===== config.mk =====
export PLATFORM = sky130hd
export DESIGN_NAME = vga_fetch_ctrl_flat
export DESIGN_NICKNAME = d
export VERILOG_FILES = /design/src/rtl/vga_fetch_ctrl_if.sv /design/src/rtl/vga_fetch_ctrl.sv /design/src/flat_wrapper.sv
export SDC_FILE = /design/constraint.sdc
export NUM_CORES = 1
export LEC_CHECK = 0
export BUFFER_PORTS_ARGS = -buffer_cell sky130_fd_sc_hd__buf_2
export CORE_UTILIZATION = 50
export CTS_BUF_LIST = sky130_fd_sc_hd__clkbuf_4
export DETAILED_ROUTE_END_ITERATION = 10
export PLACE_DENSITY = 0.91
export SLEW_MARGIN = 10
export SYNTH_ARGS = -nofsm -noshare
export SYNTH_HDL_FRONTEND = slang
export SYNTH_SLANG_ARGS = --single-unit
export TNS_END_PERCENT = 30

===== constraint.sdc =====
create_clock -name clk -period 10.9 [get_ports clk]
set_input_delay 0 -clock clk [delete_from_list [all_inputs] [get_ports clk]]
set_output_delay 0 -clock clk [all_outputs]
set_load 0.02 [all_outputs]

===== src/rtl/vga_fetch_ctrl_if.sv =====
`default_nettype none
// +------------------------------------------------------------------+
// | vga_fetch_ctrl_if : memory read bus and VGA FIFO write port       |
// | Rev 1.0                                                           |
// +------------------------------------------------------------------+
interface vga_fetch_ctrl_if;
  logic        mem_req;
  logic [25:0] mem_addr;
  logic        mem_ack;
  logic        mem_rvalid;
  logic [31:0] mem_rdata;
  logic [23:0] fifo_data;
  logic        fifo_valid;
  logic        fifo_full;

  modport master (
    output mem_req, mem_addr, fifo_data, fifo_valid,
    input  mem_ack, mem_rvalid, mem_rdata, fifo_full
  );

  modport slave (
    input  mem_req, mem_addr, fifo_data, fifo_valid,
    output mem_ack, mem_rvalid, mem_rdata, fifo_full
  );
endinterface
`default_nettype wire


===== src/rtl/vga_fetch_ctrl.sv =====
`default_nettype none
// +------------------------------------------------------------------+
// | vga_fetch_ctrl : streams one frame of 32-bit reads into VGA FIFO  |
// | Rev 1.0                                                           |
// +------------------------------------------------------------------+
module vga_fetch_ctrl #(
  parameter int H_PIXELS        = 640,
  parameter int V_LINES         = 480,
  parameter int MAX_OUTSTANDING = 8
) (
  input  logic             clk,
  input  logic             reset,
  input  logic             enable,
  input  logic [25:0]      fb_base,
  input  logic             frame_start,
  vga_fetch_ctrl_if.master bus,
  output logic             busy,
  output logic             overrun
);

  localparam int XW = $clog2(H_PIXELS + 1);
  localparam int YW = $clog2(V_LINES + 1);
  localparam logic [XW-1:0] c_x_last  = XW'(H_PIXELS - 1);
  localparam logic [YW-1:0] c_y_last  = YW'(V_LINES - 1);
  localparam logic [3:0]    c_max_out = 4'(MAX_OUTSTANDING);

  typedef enum logic [1:0] {
    IDLE  = 2'd0,
    FETCH = 2'd1,
    DRAIN = 2'd2
  } state_t;

  state_t      r_state;
  logic        r_mem_req;
  logic [25:0] r_addr;
  logic        r_fifo_valid;
  logic [23:0] r_fifo_data;
  logic        r_busy;
  logic        r_overrun;
  logic [XW-1:0] r_x;
  logic [YW-1:0] r_y;
  logic [3:0]  r_outstanding;

  logic       w_accept;
  logic       w_rsp;
  logic       w_x_last;
  logic       w_last;
  logic       w_room;
  logic [3:0] w_out_next;
  logic       w_unused;

  assign w_accept   = r_mem_req && bus.mem_ack;
  // A response with nothing outstanding is stray (e.g. issued before a reset).
  assign w_rsp      = bus.mem_rvalid && (r_outstanding != 4'd0);
  assign w_out_next = r_outstanding + {3'd0, w_accept} - {3'd0, w_rsp};
  assign w_room     = !bus.fifo_full && (w_out_next < c_max_out);
  assign w_x_last   = (r_x == c_x_last);
  assign w_last     = w_x_last && (r_y == c_y_last);
  assign w_unused   = &{1'b0, bus.mem_rdata[31:24], fb_base[1:0]};

  always_ff @(posedge clk) begin
    if (!reset) begin
      r_state       <= IDLE;
      r_mem_req     <= 1'b0;
      r_addr        <= 26'd0;
      r_fifo_valid  <= 1'b0;
      r_fifo_data   <= 24'd0;
      r_busy        <= 1'b0;
      r_overrun     <= 1'b0;
      r_x           <= '0;
      r_y           <= '0;
      r_outstanding <= 4'd0;
    end else begin
      r_outstanding <= w_out_next;
      r_fifo_valid  <= w_rsp;
      if (w_rsp) begin
        r_fifo_data <= bus.mem_rdata[23:0];
      end

      if (w_accept) begin
        r_addr <= r_addr + 26'd4;
        if (w_x_last) begin
          r_x <= '0;
          r_y <= r_y + YW'(1);
        end else begin
          r_x <= r_x + XW'(1);
        end
      end

      case (r_state)
        IDLE: begin
          if (frame_start && enable) begin
            r_state   <= FETCH;
            r_busy    <= 1'b1;
            r_addr    <= {fb_base[25:2], 2'b00};
            r_x       <= '0;
            r_y       <= '0;
            r_mem_req <= w_room;
          end
        end
        FETCH: begin
          if (frame_start) begin
            r_overrun <= 1'b1;
            r_state   <= DRAIN;
            r_mem_req <= 1'b0;
          end else if (w_accept && w_last) begin
            r_state   <= DRAIN;
            r_mem_req <= 1'b0;
          end else if (r_mem_req && !bus.mem_ack) begin
            // An offered request stays up until taken, even across enable/full.
            r_mem_req <= 1'b1;
          end else if (!enable) begin
            r_state   <= DRAIN;
            r_mem_req <= 1'b0;
          end else begin
            r_mem_req <= w_room;
          end
        end
        DRAIN: begin
          if (frame_start) begin
            r_overrun <= 1'b1;
          end
          if (w_out_next == 4'd0) begin
            r_state <= IDLE;
            r_busy  <= 1'b0;
          end
        end
        default: begin
          r_state   <= IDLE;
          r_busy    <= 1'b0;
          r_mem_req <= 1'b0;
        end
      endcase
    end
  end

  assign bus.mem_req    = r_mem_req;
  assign bus.mem_addr   = r_addr;
  assign bus.fifo_valid = r_fifo_valid;
  assign bus.fifo_data  = r_fifo_data;
  assign busy           = r_busy;
  assign overrun        = r_overrun;

endmodule
`default_nettype wire


===== src/flat_wrapper.sv =====
// flat-port wrapper written by rule: the top's interface ports become plain ports
module vga_fetch_ctrl_flat 
#(
  parameter int H_PIXELS        = 640,
  parameter int V_LINES         = 480,
  parameter int MAX_OUTSTANDING = 8
)
  (clk, reset, enable, fb_base, frame_start, busy, overrun, bus_mem_req, bus_mem_addr, bus_fifo_data, bus_fifo_valid, bus_mem_ack, bus_mem_rvalid, bus_mem_rdata, bus_fifo_full);
  vga_fetch_ctrl_if bus_i ();
  input  logic clk;
  input  logic reset;
  input  logic enable;
  input  logic [25:0] fb_base;
  input  logic frame_start;
  output logic busy;
  output logic overrun;
  output wire logic [$bits(bus_i.mem_req)-1:0] bus_mem_req;
  output wire logic [$bits(bus_i.mem_addr)-1:0] bus_mem_addr;
  output wire logic [$bits(bus_i.fifo_data)-1:0] bus_fifo_data;
  output wire logic [$bits(bus_i.fifo_valid)-1:0] bus_fifo_valid;
  input wire logic [$bits(bus_i.mem_ack)-1:0] bus_mem_ack;
  input wire logic [$bits(bus_i.mem_rvalid)-1:0] bus_mem_rvalid;
  input wire logic [$bits(bus_i.mem_rdata)-1:0] bus_mem_rdata;
  input wire logic [$bits(bus_i.fifo_full)-1:0] bus_fifo_full;
  assign bus_mem_req = bus_i.mem_req;
  assign bus_mem_addr = bus_i.mem_addr;
  assign bus_fifo_data = bus_i.fifo_data;
  assign bus_fifo_valid = bus_i.fifo_valid;
  assign bus_i.mem_ack = bus_mem_ack;
  assign bus_i.mem_rvalid = bus_mem_rvalid;
  assign bus_i.mem_rdata = bus_mem_rdata;
  assign bus_i.fifo_full = bus_fifo_full;
  vga_fetch_ctrl #(.H_PIXELS(H_PIXELS), .V_LINES(V_LINES), .MAX_OUTSTANDING(MAX_OUTSTANDING)) u_core (.clk(clk), .reset(reset), .enable(enable), .fb_base(fb_base), .frame_start(frame_start), .bus(bus_i), .busy(busy), .overrun(overrun));
endmodule

==> flow_summary.toml <==
[synthesis]
netlist_top_cells_area = "dfxtp_1 (44%), nand2_1 (7.8%), xor2_1 (7.0%), a21oi_1 (6.5%), nor2_1 (4.0%)"
dominantRegCellSynth = "dfxtp_1"
ys_warn_count = 0
yosysSeqAreaShare_pct = 44.30
syn_area_sq_um = 3480
avgSynthCellArea_sq_um = 8.344
yosysTopAreaCellShare_pct = 44.30
synth_top_area_cell = "dfxtp_1"
async_flop_share_pct = 0
synth_cells = 417
ys_ff_latch = 77
synth_common_cells = "dfxtp_1 (77), nand2_1 (72), a21oi_1 (45), nor2_1 (37), xor2_1 (28)"
synth.most_common_cell = "dfxtp_1"
yosysUniqueCellTypes = 45
synth_edf_count = 0

[grt]
grt_use_total_pct = 27.08
grt_max_degree = 50
grt_pass1_wl_um = 15770
grt_pass1_vias = 3611
overflow = 0
antenna_found_initial = 0

[clocking]
h-tree-depth = 3
path_clk_slew_ps = 150
cts.sinks = 77
cts-buffers-inserted = 9
cts_setup_buffers = 0
ctsLongestPathBuffers = 2
cts_root_buf = "clkbuf_4"
clk_latency_ps = 420
cts_tree = "built"

[timing]
setup_tns_ps = 0
slew_viol_final = 0
final_hold_viol_count = 0
tightest_slew_ps = 978.8
timing.hold.ws_ps = 28.83
fmax_mhz = 237.9
max_slew_margin_pct = 34.74
setup_viol = 0
rsz0062_at_grt = "no"
period_share_pct = 38.56
finalClockSkew_ps = 33.79
fin_crit_ps = 4203

[floorplanning]
initial_core_util_pct = 51.50
placementRows = 30
fp.dieH_um = 85.42
die_area_sq_um = 7297
die_x_um = 85.42
core_area_sq_um = 6756
io-pin-count = 119

[setup_path]
cp_data_arrival_time_ps = 4490
path_class = "reg -> reg"
cp.required_ps = 11190
start_kind = "flop"
critPathLaunch = "u_core.r_outstanding[2]"
crit_path_end_kind = "flop"
crit_fanout = 26
r2r_start = "u_core.r_outstanding[2]"

[routing]
drtPass1Iterations = 4
via_per_inst = 5.510
antenna_left = 0
route.detailed.drc = 0
routed_wl_um = 9647
wl_per_cell_um = 14.82
dr.first_iter.drc_count = 146
vias = 3587

[power_and_ir_drop]
p_leak_nw = 2.045
ir_worst_vdd_uv = 96.29
powerDensity_nw_per_um2 = 183.4

[layout]
multi_input_area_sq_um = 1804
nets = 643
drive_gt1_share_pct = 22.94
seq_area_sq_um = 1541
nFillCells = 490
diodes = 0
area_delta_synth_final_pct = 34.66

[status]
status = "finished, final reports clean"

[placed_design]
port_buffers = 106
globalplace.congestion = 0.8591
dpl.hpwl_um = 5858

[hold_path]
worstHoldStart = "reset"
worstHoldPathType = "in -> reg"

[job]
maxCapViolCount = 0
-- critical path, cell delays in order, from the launching register on --
cell,delay [ps]
dfxtp_1,310
inv_1,70
ha_1,140
inv_1,60
o31ai_4,820
inv_2,410
ha_1,410
inv_1,50
ha_1,220
fa_1,390
xor2_1,170
or3_1,310
o31a_1,260
or3_4,340
o211a_1,130
-- final cells by class --
cell class | instances | area share (%)
multi-input combinational | 305 | 38.50
sequential | 77 | 32.90
timing repair buffer | 158 | 22.32
tap | 80 | 2.136
clock buffer | 10 | 1.602
clock inverter | 6 | 1.335
inverter | 15 | 1.202
-- layout by cell type, fill, tap and decap left out, types with 7 or more instances in the layout --
cell type,count
a21oi_1,45
clkbuf_4,10
dfxtp_1,77
dlygate4sd3_1,50
nand2_1,72
nor2_1,37
xnor2_1,12
inv_1,12
and3_1,9
o21ai_0,17
nand4_1,14
ha_1,11
buf_2,106
xor2_1,28
nand3_1,14
a211oi_1,7
-- power by group --
part	internal [mW]	switching, mW
Clock	0.0723	0.0997
Sequential	0.328	0.0381
Combinational	0.125	0.195
Total	0.526	0.333
-- state kept, by name, indices dropped and copies added (netlist names) --
signal,cells
u_core.bus.fifo_data,24
u_core.bus.mem_addr,24
u_core.r_x,10
u_core.r_y,9
u_core.r_outstanding,4
u_core.r_state,2
u_core.bus.fifo_valid,1
u_core.bus.mem_req,1
u_core.busy,1
u_core.overrun,1
-- per-layer routing --
metal / GRT usage (%) / wire, um / up-vias
met5: 0 / 0 / -
met4: 17.27 / 421 / 0
met3: 5.058 / 550 / 50
met2: 49.24 / 4903 / 156
met1: 28.62 / 3771 / 1668
li1: - / - / 1713
-- timing repair --
action / 4_1_cts / 5_1_grt
hold buffers: 50 / 0
endpoints found under the hold margin: 50 / 0
gates resized for setup: 0 / 0
-- per-stage QoR --
stage               total power, mW  area, sq um  cells  setup slack, ps  util [%]
floorplan                    0.5797         3483    418             7454         -
global placement             0.6537         4048    585             6766     59.91
detailed placement           0.6711         4048    585             6721     59.91
CTS                          0.8536         4686    651             6695     69.35
global route                 0.9145         4686    651             6441     69.35
finish                       0.8595         4686    651             6697     69.35
-- path summary, 6_finish.rpt --
path	to	cells after the start	slack, ps
max	u_core.r_state[1]	14	6700
min	u_core.bus.mem_addr[19]	3	30
max reg2reg	u_core.r_state[1]	14	6700
min reg2reg	u_core.bus.fifo_data[12]	2	460
-- kinds of logic after synthesis --
family          count (synthesis)  share of synthesized area (%)
compound gates                 79                          12.95
xor+xnor                       40                          10.07
fa+ha+maj                      12                          4.531
buf+inv                        36                          4.207
flops                          77                          44.30
mux                             4                          1.151
other cells                     1                         0.1078
simple gates                  168                          22.69
Note: power is estimated with default switching activity, not from simulation.
